`config.mk`:
```
export PLATFORM = sky130hd
export DESIGN_NAME = fetch_unit
export DESIGN_NICKNAME = d
export VERILOG_FILES = /design/src/rtl/fetch_unit.sv
export SDC_FILE = /design/constraint.sdc
export NUM_CORES = 1
export LEC_CHECK = 0
export CAP_MARGIN = 20
export CORE_AREA = 2 2 145 175
export DETAILED_ROUTE_END_ITERATION = 16
export DIE_AREA = 0 0 147 177
export PLACE_DENSITY = 0.64
export REMOVE_ABC_BUFFERS = 1
export SETUP_SLACK_MARGIN = 0.2
export SLEW_MARGIN = 20
export SYNTH_ARGS = -nofsm -noshare
export SYNTH_HDL_FRONTEND = slang
export SYNTH_SLANG_ARGS = --single-unit
```
`constraint.sdc`:
```
create_clock -name clk -period 11.4 [get_ports clk]
set_clock_uncertainty 0.15 [all_clocks]
set_input_delay 2.28 -clock clk [delete_from_list [all_inputs] [get_ports clk]]
set_output_delay 2.28 -clock clk [all_outputs]
set_load 0.01 [all_outputs]
```
`src/rtl/fetch_unit.sv`:
```
// -----------------------------------------------------------------------------
// fetch_unit
//
// Instruction-fetch stage of the one-tact MIPS core. It holds the program
// counter, presents it combinationally to a word-addressed instruction memory,
// and captures the returned word into the IF/ID slot for the decoder.
// Redirects issued by decode for the instruction in the slot load a new PC and
// squash the single wrong-path word being fetched that same cycle.
//
// Parameters:
//   RESET_PC      word address loaded into the PC on reset
//   PC_STEP       sequential PC increment (1: memory is word-addressed)
//
// Ports:
//   clk           system clock, all state changes on the rising edge
//   rst           synchronous active-high reset
//   stall         hold PC, IF/ID slot and counter this cycle
//   branch_taken  decode: slot instruction is a taken branch
//   branch_offset signed 16-bit word offset for the branch
//   jump          decode: slot instruction is J
//   jump_target   26-bit J-format target field
//   jr            decode: slot instruction is JR
//   jr_addr       register value used as the JR target
//   imem_addr     address to instruction memory (always equal to the PC)
//   imem_data     instruction word returned combinationally by memory
//   instr         IF/ID instruction word
//   instr_pc      address the IF/ID instruction was fetched from
//   instr_valid   IF/ID slot holds a real instruction
//   fetch_count   number of valid instructions loaded into IF/ID
// -----------------------------------------------------------------------------
module fetch_unit #(
  parameter logic [31:0] RESET_PC = 32'h00000000,
  parameter logic [31:0] PC_STEP  = 32'h00000001
) (
  input  logic        clk,
  input  logic        rst,
  input  logic        stall,
  input  logic        branch_taken,
  input  logic [15:0] branch_offset,
  input  logic        jump,
  input  logic [25:0] jump_target,
  input  logic        jr,
  input  logic [31:0] jr_addr,
  output logic [31:0] imem_addr,
  input  logic [31:0] imem_data,
  output logic [31:0] instr,
  output logic [31:0] instr_pc,
  output logic        instr_valid,
  output logic [31:0] fetch_count
);

  // FILL: slot empty since reset, nothing fetched yet. RUN: streaming.
  typedef enum logic {
    FILL = 1'b0,
    RUN  = 1'b1
  } state_e;

  state_e      state_q, state_d;
  logic [31:0] pc_q, pc_d;
  logic [31:0] instr_q, instr_d;
  logic [31:0] instr_pc_q, instr_pc_d;
  logic        instr_valid_q, instr_valid_d;
  logic [31:0] fetch_count_q, fetch_count_d;

  logic [31:0] slot_next_pc;
  logic [31:0] branch_off_ext;
  logic [31:0] redirect_target;
  logic        redirect;

  // Redirect targets are relative to the instruction in the slot, not to the
  // PC currently being fetched (which is already one word ahead of it).
  assign slot_next_pc   = instr_pc_q + PC_STEP;
  assign branch_off_ext = {{16{branch_offset[15]}}, branch_offset};

  // Decode's control signals are meaningless for an empty slot (bubble or
  // FILL), so they are masked with the slot's valid bit.
  assign redirect = instr_valid_q & (jr | jump | branch_taken);

  // Target selection with jr > jump > branch priority. Branch arithmetic is
  // plain 32-bit addition so it wraps modulo 2^32.
  always_comb begin
    redirect_target = slot_next_pc + branch_off_ext;
    if (jr) begin
      redirect_target = jr_addr;
    end else if (jump) begin
      redirect_target = {slot_next_pc[31:26], jump_target};
    end
  end

  // Next-state logic. Redirect beats stall: the slot instruction has already
  // resolved its control flow, so the wrong-path word at imem_data is dropped
  // and the PC moves to the target even while the pipeline is otherwise held.
  // The slot word and its address are left as they were on a redirect since
  // the cleared valid bit already marks them as dead.
  always_comb begin
    state_d       = state_q;
    pc_d          = pc_q;
    instr_d       = instr_q;
    instr_pc_d    = instr_pc_q;
    instr_valid_d = instr_valid_q;
    fetch_count_d = fetch_count_q;

    if (redirect) begin
      pc_d          = redirect_target;
      instr_valid_d = 1'b0;
    end else if (!stall) begin
      instr_d       = imem_data;
      instr_pc_d    = pc_q;
      instr_valid_d = 1'b1;
      pc_d          = pc_q + PC_STEP;
      fetch_count_d = fetch_count_q + 32'd1;
    end

    // The first non-stalled cycle after reset performs the first fetch, after
    // which the unit never returns to FILL short of another reset.
    if (state_q == FILL && !stall) begin
      state_d = RUN;
    end
  end

  // Single state register for the FSM and every datapath flop; reset wins
  // over any simultaneous stall or redirect.
  always_ff @(posedge clk) begin
    if (rst) begin
      state_q       <= FILL;
      pc_q          <= RESET_PC;
      instr_q       <= 32'h00000000;
      instr_pc_q    <= 32'h00000000;
      instr_valid_q <= 1'b0;
      fetch_count_q <= 32'h00000000;
    end else begin
      state_q       <= state_d;
      pc_q          <= pc_d;
      instr_q       <= instr_d;
      instr_pc_q    <= instr_pc_d;
      instr_valid_q <= instr_valid_d;
      fetch_count_q <= fetch_count_d;
    end
  end

  // The memory address is the PC itself with no extra register, so the word
  // for pc_q is available in the same cycle.
  assign imem_addr   = pc_q;
  assign instr       = instr_q;
  assign instr_pc    = instr_pc_q;
  assign instr_valid = instr_valid_q;
  assign fetch_count = fetch_count_q;

endmodule

```
# --- Word level (Yosys, flattened, before mapping) ---
# Index checks and enable logic that the tools add are counted.
classes:
  add_sub_neg: 4
  mul: 0
  n_div: 0
  order_cmp: 0
  eq_ne: 1
  shifts: 0
  n_mux: 4
  n_bitwise: 5
  reduce_logical: 2
ops:
  columns: ["op", "n"]
  rows:
  - ["32-bit two-way mux", 4]
  - ["32-bit by 1-bit adder with 32-bit output (second input constant)", 3]
  - ["32-bit adder", 1]
  - ["2-bit by 1-bit inequality test with 1-bit output (second input constant)", 1]
  - ["1-bit inverter", 2]
  - ["1-bit bitwise OR", 2]
  - ["2-bit AND reduction", 1]
  - ["2-bit OR reduction", 1]
  - ["1-bit bitwise AND", 1]
totals:
  register_bits: 129
  latch_bits: 0
  mem_bits_rw: 0
  rom_bits: 0
  in_bits: 112
  output_inout_bits: 129
  wordCells: 21
  mem_count: 0

# --- Depth between registers and ports, before layout ---
# Gate-level depths: netlist of run 1.
logic_depth:
  word_depth: 5
  mapped_depth: 16
  mapped_depth_nobuf: 15

# --- Least setup slack after synthesis of run 1 ---
# OpenSTA, ideal clock, no wires.
synth_timing:
  path_kind: "in2reg"
  start: "input branch_offset[15]"
  end: "register pc_q[31], in the netlist imem_addr[31]"
  setup_ns: 0.120
  arrival_time_ns: 4.664
  required_ns: 11.130
  path_slack_ns: 6.467
  path_stages: 10
  n_path_buf: 1
  cell_sequence: "ha_1 -> buf_6 -> nand4_4 -> or3_1 -> or4_1 -> o32a_1 -> o21a_1 -> a21o_1 -> mux2_4 -> o31a_1"
synth_via:
  elab_chain_len: 4
synth_lines:
  columns: ["item", "line_no", "text"]
  rows:
  - ["from (decl)", "39", "input logic [15:0] branch_offset,"]
  - ["32-bit adder", "82", "redirect_target = slot_next_pc + branch_off_ext;"]
  - ["32-bit two-way mux", "85", "end else if (jump) begin"]
  - ["32-bit two-way mux", "83", "if (jr) begin"]
  - ["32-bit two-way mux", "103", "if (redirect) begin"]
  - ["to (signal assigned)", "133", "pc_q <= pc_d;"]
  - ["to (decl)", "59", "logic [31:0] pc_q, pc_d;"]
# Every way passes these cells.
# A chain may end at the register's enable or synchronous reset.

# --- Final worst setup path of run 1 ---
# Ends and elaborated chain as after synthesis.

==> results of run 1 <==
cell families after synthesis:
family,after synthesis,synth area share (%)
simple gates,484,26.8
compound gates,274,20.1
flops,129,30.6
xor+xnor,100,10.4
buf+inv,84,4.68
fa+ha+maj,40,6.03
mux,11,1.38
stage by stage:
step	cell area (µm²)	hold WS, ns	total power, mW
floorplan	8110	0.324	0.633
global placement	11000	0.291	0.781
detailed placement	11000	0.296	0.782
CTS	11600	0.305	1.34
global route	11600	0.322	1.38
finish	11600	0.304	1.32
layer usage:
metal | GRT usage (%) | routed length, µm | up-vias
li1 | - | - | 4406
met1 | 29.3 | 13300 | 4192
met2 | 39.2 | 14700 | 281
met3 | 5.57 | 2030 | 61
met4 | 8.89 | 981 | 0
met5 | 0 | 0 | -
layout make-up:
type                            count  area [µm²]
Clock buffer                       18         439
Clock inverter                     14         143
Timing Repair Buffer              253        2490
Inverter                           21        78.8
Tap cell                          325         407
Multi-Input combinational cell    909        5460
Sequential cell                   129        2580
Fill cell                        2489       12800
cells in the final DEF, fill, tap and decap left out, drive strengths merged, types with 6 or more instances in the layout:
master | Yosys | routed
and3 | 20 | 20
nand2b | 6 | 6
o211ai | 8 | 8
clkdlybuf4s50 | 0 | 238
o21ai | 47 | 47
a31oi | 9 | 9
o22ai | 6 | 6
nor2b | 6 | 6
nor3 | 21 | 21
ha | 39 | 39
nand2 | 204 | 204
nand4 | 29 | 29
a211oi | 27 | 27
a21oi | 112 | 112
buf | 21 | 15
nand3 | 51 | 51
and4 | 12 | 12
xor2 | 36 | 36
dfxtp | 129 | 129
inv | 21 | 28
nor2 | 100 | 100
xnor2 | 64 | 64
clkbuf | 42 | 18
mux2i | 9 | 9
a21o | 13 | 13
o21a | 8 | 8
or3 | 8 | 8
worst register-to-register path: stages (launching register included):
cell and delay (ns):
dfxtp_1 0.44, ha_1 0.25, and4_1 0.34, nand3_1 0.21, nor3_1 0.22, buf_4 0.21, nand4_1 0.13, xnor2_1 0.17
ha_1 0.43, nand2_2 0.12, or3_1 0.40, or4_1 0.47, o32a_1 0.22, o21a_1 0.24, a21o_1 0.20, mux2_4 0.31
o31a_1 0.23
flip-flops by register name (all words and copies together), names as in the netlist:
| name | count |
|---|---|
| fetch_count | 32 |
| imem_addr | 32 |
| instr | 32 |
| instr_pc | 32 |
| instr_valid | 1 |
power breakdown:
group	internal [mW]	switching, mW	leakage, nW	total [mW]
logic	0.130	0.139	2.89	0.270
clock network	0.313	0.236	0.277	0.549
registers	0.473	0.0323	1.05	0.505
worst paths after layout:
kind	start	to	slack (ns)
worst max-delay path	branch_offset[15]	imem_addr[31]$_SDFFE_PP0P_	5.38
worst min-delay path	instr[7]$_SDFFE_PP0P_	instr[7]$_SDFFE_PP0P_	0.30
worst max register to register	instr_pc[1]$_SDFFE_PP0P_	imem_addr[31]$_SDFFE_PP0P_	6.54
worst min register to register	instr[7]$_SDFFE_PP0P_	instr[7]$_SDFFE_PP0P_	0.30
==> flow_summary.ini, run 1 <==
[sta]
period_share_pct = 52.8
hold_violations = 0
setup_tns_ns = 0
min_period_ns = 6.02
fmax_mhz = 166
maxSlewHeadroom_pct = 33.7
tightest_slew_ns = 0.991
fin_ws_ns = 5.38
rsz0062_at_grt = no
slew_violations = 0
setup_viol = 0

[worst_setup_path]
cp_data_required_time_ns = 11.56
ff2ff_path_depth = 16
cp.arrival_ns = 6.18
cp_max_fo = 25
cp_slowest_cell = clkdlybuf4s50_1
critPathCaptureType = flop
path_delay_family = simple AND/OR/NAND/NOR gates
cp_num_buf_inv = 1
path_class = primary input to flop
crit_chain = clkdlybuf4s50_1 -> ha_1 -> nand4_4 -> or3_1 -> or4_1 -> o32a_1 -> o21a_1 -> a21o_1 -> mux2_4 -> o31a_1
cpPeakStageDelay_ns = 0.93
cp-start-kind = primary input
path_depth = 10

[floorplanning]
io_pins = 241
coreArea_mm2 = 0.0244
rows = 63
start_util_pct = 34.5
fp.dieArea_mm2 = 0.0260
die_h_um = 177
die_x_um = 147

[cts]
clkLatencyLatePin_ns = 0.43
cts_max_level = 4
cts_buffer_depth = 2
holdBufCountCts = 0
cts_setup_buffers = 0
numCtsBuffers = 17
cts_resized = 0
clock_sinks = 129
path_clk_slew_ns = 0.07
cts_tree = built
root_buffer = clkbuf_16

[synth]
synth_top_area_cell = dfxtp_1
synthArstFlopShare_pct = 0
yosysSeqAreaShare_pct = 30.6
syn_area_mm2 = 0.00843
synth_most_common_cell = nand2_1
synth_top_area_share_pct = 30.6
ys_types = 62
synth_edf_count = 0
synth_cells = 1122
synthFlopType = dfxtp_1
synthTopCellsByCount = nand2_1 (203), dfxtp_1 (129), a21oi_1 (112)
syn_avg_cell_area_um2 = 7.51
ys_warn_count = 0
ys_seq_elements = 129
synthTopCellsByArea = dfxtp_1 (31%), nand2_1 (9.0%), a21oi_1 (6.7%)

[final_layout]
fin_util_pct = 47.5
final_cells = 1669
nNetsFinal = 1483
n_antenna_cell = 0
drive_above_1_share_pct = 4.76
area_delta_synth_final_pct = 37.7

[power_and_ir_drop]
power.leakage_nw = 4.22
powerDensity_mw_per_mm2 = 114
vdd_drop_max_mv = 0.0856

[min_path]
hold_path_class = flop to flop
min_path_cells = 2

[route]
drtIter0Drc = 533
drtPass1Iterations = 5
drcViolationCount = 0
vias_per_cell = 5.36
drt-wirelength-per-cell_um = 18.5
totalWireLength_um = 31000
ant_nets = 0
vias = 8940

[placement]
dpl.cell_count = 1637
gp_congestion = 0.930
place_hpwl_um = 22900
dpl_worst_slack_ns = 4.96
portBuffers = 240

[status]
status = completed

[global_route]
antenna_found_initial = 0
grt_pass1_vias = 8617
grt_max_degree = 67
globalRoute.totalOverflow = 0
grt_usage_pct = 23.4
grt_pass1_wl_um = 48300

[run]
drv_cap = 0
No activity file was read; power rests on OpenSTA's default activity.
==> inputs of run 2 (changes only) <==
--- a/config.mk
+++ b/config.mk
@@ -9,7 +9,7 @@
 export CORE_AREA = 2 2 145 175
 export DETAILED_ROUTE_END_ITERATION = 16
 export DIE_AREA = 0 0 147 177
-export PLACE_DENSITY = 0.64
+export PLACE_DENSITY = 0.67
 export REMOVE_ABC_BUFFERS = 1
 export SETUP_SLACK_MARGIN = 0.2
 export SLEW_MARGIN = 20
==> constraint.sdc (replaced) <==
create_clock -name clk -period 5.5 [get_ports clk]
set_clock_uncertainty 0.15 [all_clocks]
set_input_delay 1.1 -clock clk [delete_from_list [all_inputs] [get_ports clk]]
set_output_delay 1.1 -clock clk [all_outputs]
set_load 0.01 [all_outputs]
==> run 2 against run 1 <==
Effect of this change: critical path depth grew 6; register-to-register slack lost 5.9 ns; via count grew 0.22%; setup slack lost 4.7 ns; non-clock buffer count grew 2; largest cell class unchanged; highest routed layer unchanged.
==> flow_summary.ini, run 2 (synthesis gave the netlist of run 1 again) <==
[worst_setup_path]
cp_max_fo = 8
cp_num_buf_inv = 1
critPathCaptureType = flop
cp-start-kind = flop
cp.arrival_ns = 4.99
cpPeakStageDelay_ns = 0.47
cp_data_required_time_ns = 5.65
cp_slowest_cell = or4_1
path_delay_family = simple AND/OR/NAND/NOR gates
crit_chain = ha_1 -> and4_1 -> nand3_1 -> nor3_1 -> buf_4 -> nand4_1 -> xnor2_1 -> ha_1 -> nand2_2 -> or3_1 -> or4_1 -> o32a_1 -> o21a_1 -> a21o_1 -> mux2_4 -> o31a_1
path_class = flop to flop
worst_path_most_repeated_cell = ha_1

[global_route]
grt_pass1_wl_um = 47700
grt_max_degree = 69
antenna_found_initial = 0
grt_pass1_vias = 8693
grt_usage_pct = 23.2
globalRoute.totalOverflow = 0

[cts]
root_buffer = clkbuf_16
cts_resized = 0
numCtsBuffers = 17
cts_buffer_depth = 2
clkLatencyLatePin_ns = 0.42
cts_setup_buffers = 0
cts_tree = built
path_clk_slew_ns = 0.06
holdBufCountCts = 0
cts_max_level = 4
clock_sinks = 129

[sta]
fin_ws_ns = 0.660
fmax_mhz = 207
hold_violations = 0
holdWs_ns = 0.301
setup_viol = 0
maxSlewHeadroom_pct = 36.0
tightest_slew_ns = 0.961
slew_violations = 0
rsz0062_at_grt = no
setup_tns_ns = 0
min_period_ns = 4.84
period_share_pct = 88.0

[floorplanning]
rows = 63
die_x_um = 147
start_util_pct = 34.5
die_h_um = 177
io_pins = 241
coreArea_mm2 = 0.0244
fp.dieArea_mm2 = 0.0260

[final_layout]
drive_above_1_share_pct = 4.90
final_common_cell = clkdlybuf4s50_1
final-seq-area_mm2 = 0.00258
area_delta_synth_final_pct = 38.0
n_antenna_cell = 0
layout_common_cells = clkdlybuf4s50_1 (238), nand2_1 (203), dfxtp_1 (129), a21oi_1 (112), nor2_1 (99)
fill_cells = 2498
multi_input_area_mm2 = 0.00546
nNetsFinal = 1485

[route]
vias = 8960
drtIter0Drc = 623
ant_nets = 0
drcViolationCount = 0
vias_per_cell = 5.36
totalWireLength_um = 31000
drtPass1Iterations = 7
drt-wirelength-per-cell_um = 18.6

[min_path]
hold_path_class = flop to flop

[status]
status = completed

[placement]
portBuffers = 240
dpl_worst_slack_ns = 0.714
gp_congestion = 0.933
place_hpwl_um = 23000

[power_and_ir_drop]
vdd_drop_max_mv = 0.199
clkPwrFrac_pct = 42.5
pwr-share-seq_pct = 37.4
comb_power_share_pct = 20.1
power.leakage_nw = 4.24
switching_share_pct = 30.7
powerDensity_mw_per_mm2 = 240
p_int_mw = 1.93
power_switching_mw = 0.857

[run]
drv_cap = 0
==> run 2: changes by cell type in the layout (fill, tap and decap cells not counted) <==
cell / change
clkinv_2: +1
clkinv_4: -2
clkbuf_8: -1
bufinv_16: +1
buf_4: +2
inv_8: +1
==> run 2: layout make-up <==
type,instances,share of cell area [%]
multi-input combinational,909,46.9
timing repair buffer,255,21.6
clock buffer,17,3.66
tap,325,3.50
clock inverter,15,1.47
inverter,21,0.678
sequential,129,22.2
==> run 2: tightest hold or removal path, stage by stage, from the launching register on <==
cell and delay, ns:
dfxtp_1 0.31, nand2_1 0.05, a21oi_1 0.05
==> run 2: metal layers <==
metal	share of wire, %	routed length, µm	GRT usage (%)	vias up
met5	0	0	0	-
met1	41	12800	27.7	4190
li1	-	-	-	4401
met4	3.5	1070	9.70	0
met3	6.8	2120	5.67	60
met2	48	15000	39.8	309
==> run 2: final timing paths <==
path	startpoint	to	slack, ns	cells past startpoint
worst max-delay path	instr_pc[0]$_SDFFE_PP0P_	imem_addr[31]$_SDFFE_PP0P_	0.66	16
worst min-delay path	instr[13]$_SDFFE_PP0P_	instr[13]$_SDFFE_PP0P_	0.30	2
worst max register to register	instr_pc[0]$_SDFFE_PP0P_	imem_addr[31]$_SDFFE_PP0P_	0.66	16
worst min register to register	instr[13]$_SDFFE_PP0P_	instr[13]$_SDFFE_PP0P_	0.30	2
==> run 2: power groups by stage <==
stage	clock, mW	sequential, mW	combinational (mW)
4_1_cts	1.21	1.04	0.560
3_5_place_dp	0	1.06	0.557
5_1_grt	1.25	1.05	0.607
6_report	1.19	1.04	0.561
2_1_floorplan	0	1.07	0.246
3_3_place_gp	0	1.06	0.554
==> run 2: through the flow <==
stage	utilization, %	area, µm²	instances	total power, mW
finish	47.6	11600	1671	2.79
global route	47.6	11600	1671	2.91
CTS	47.6	11600	1671	2.81
detailed placement	45.2	11000	1639	1.62
global placement	45.2	11000	1639	1.62
floorplan	-	8110	1059	1.31
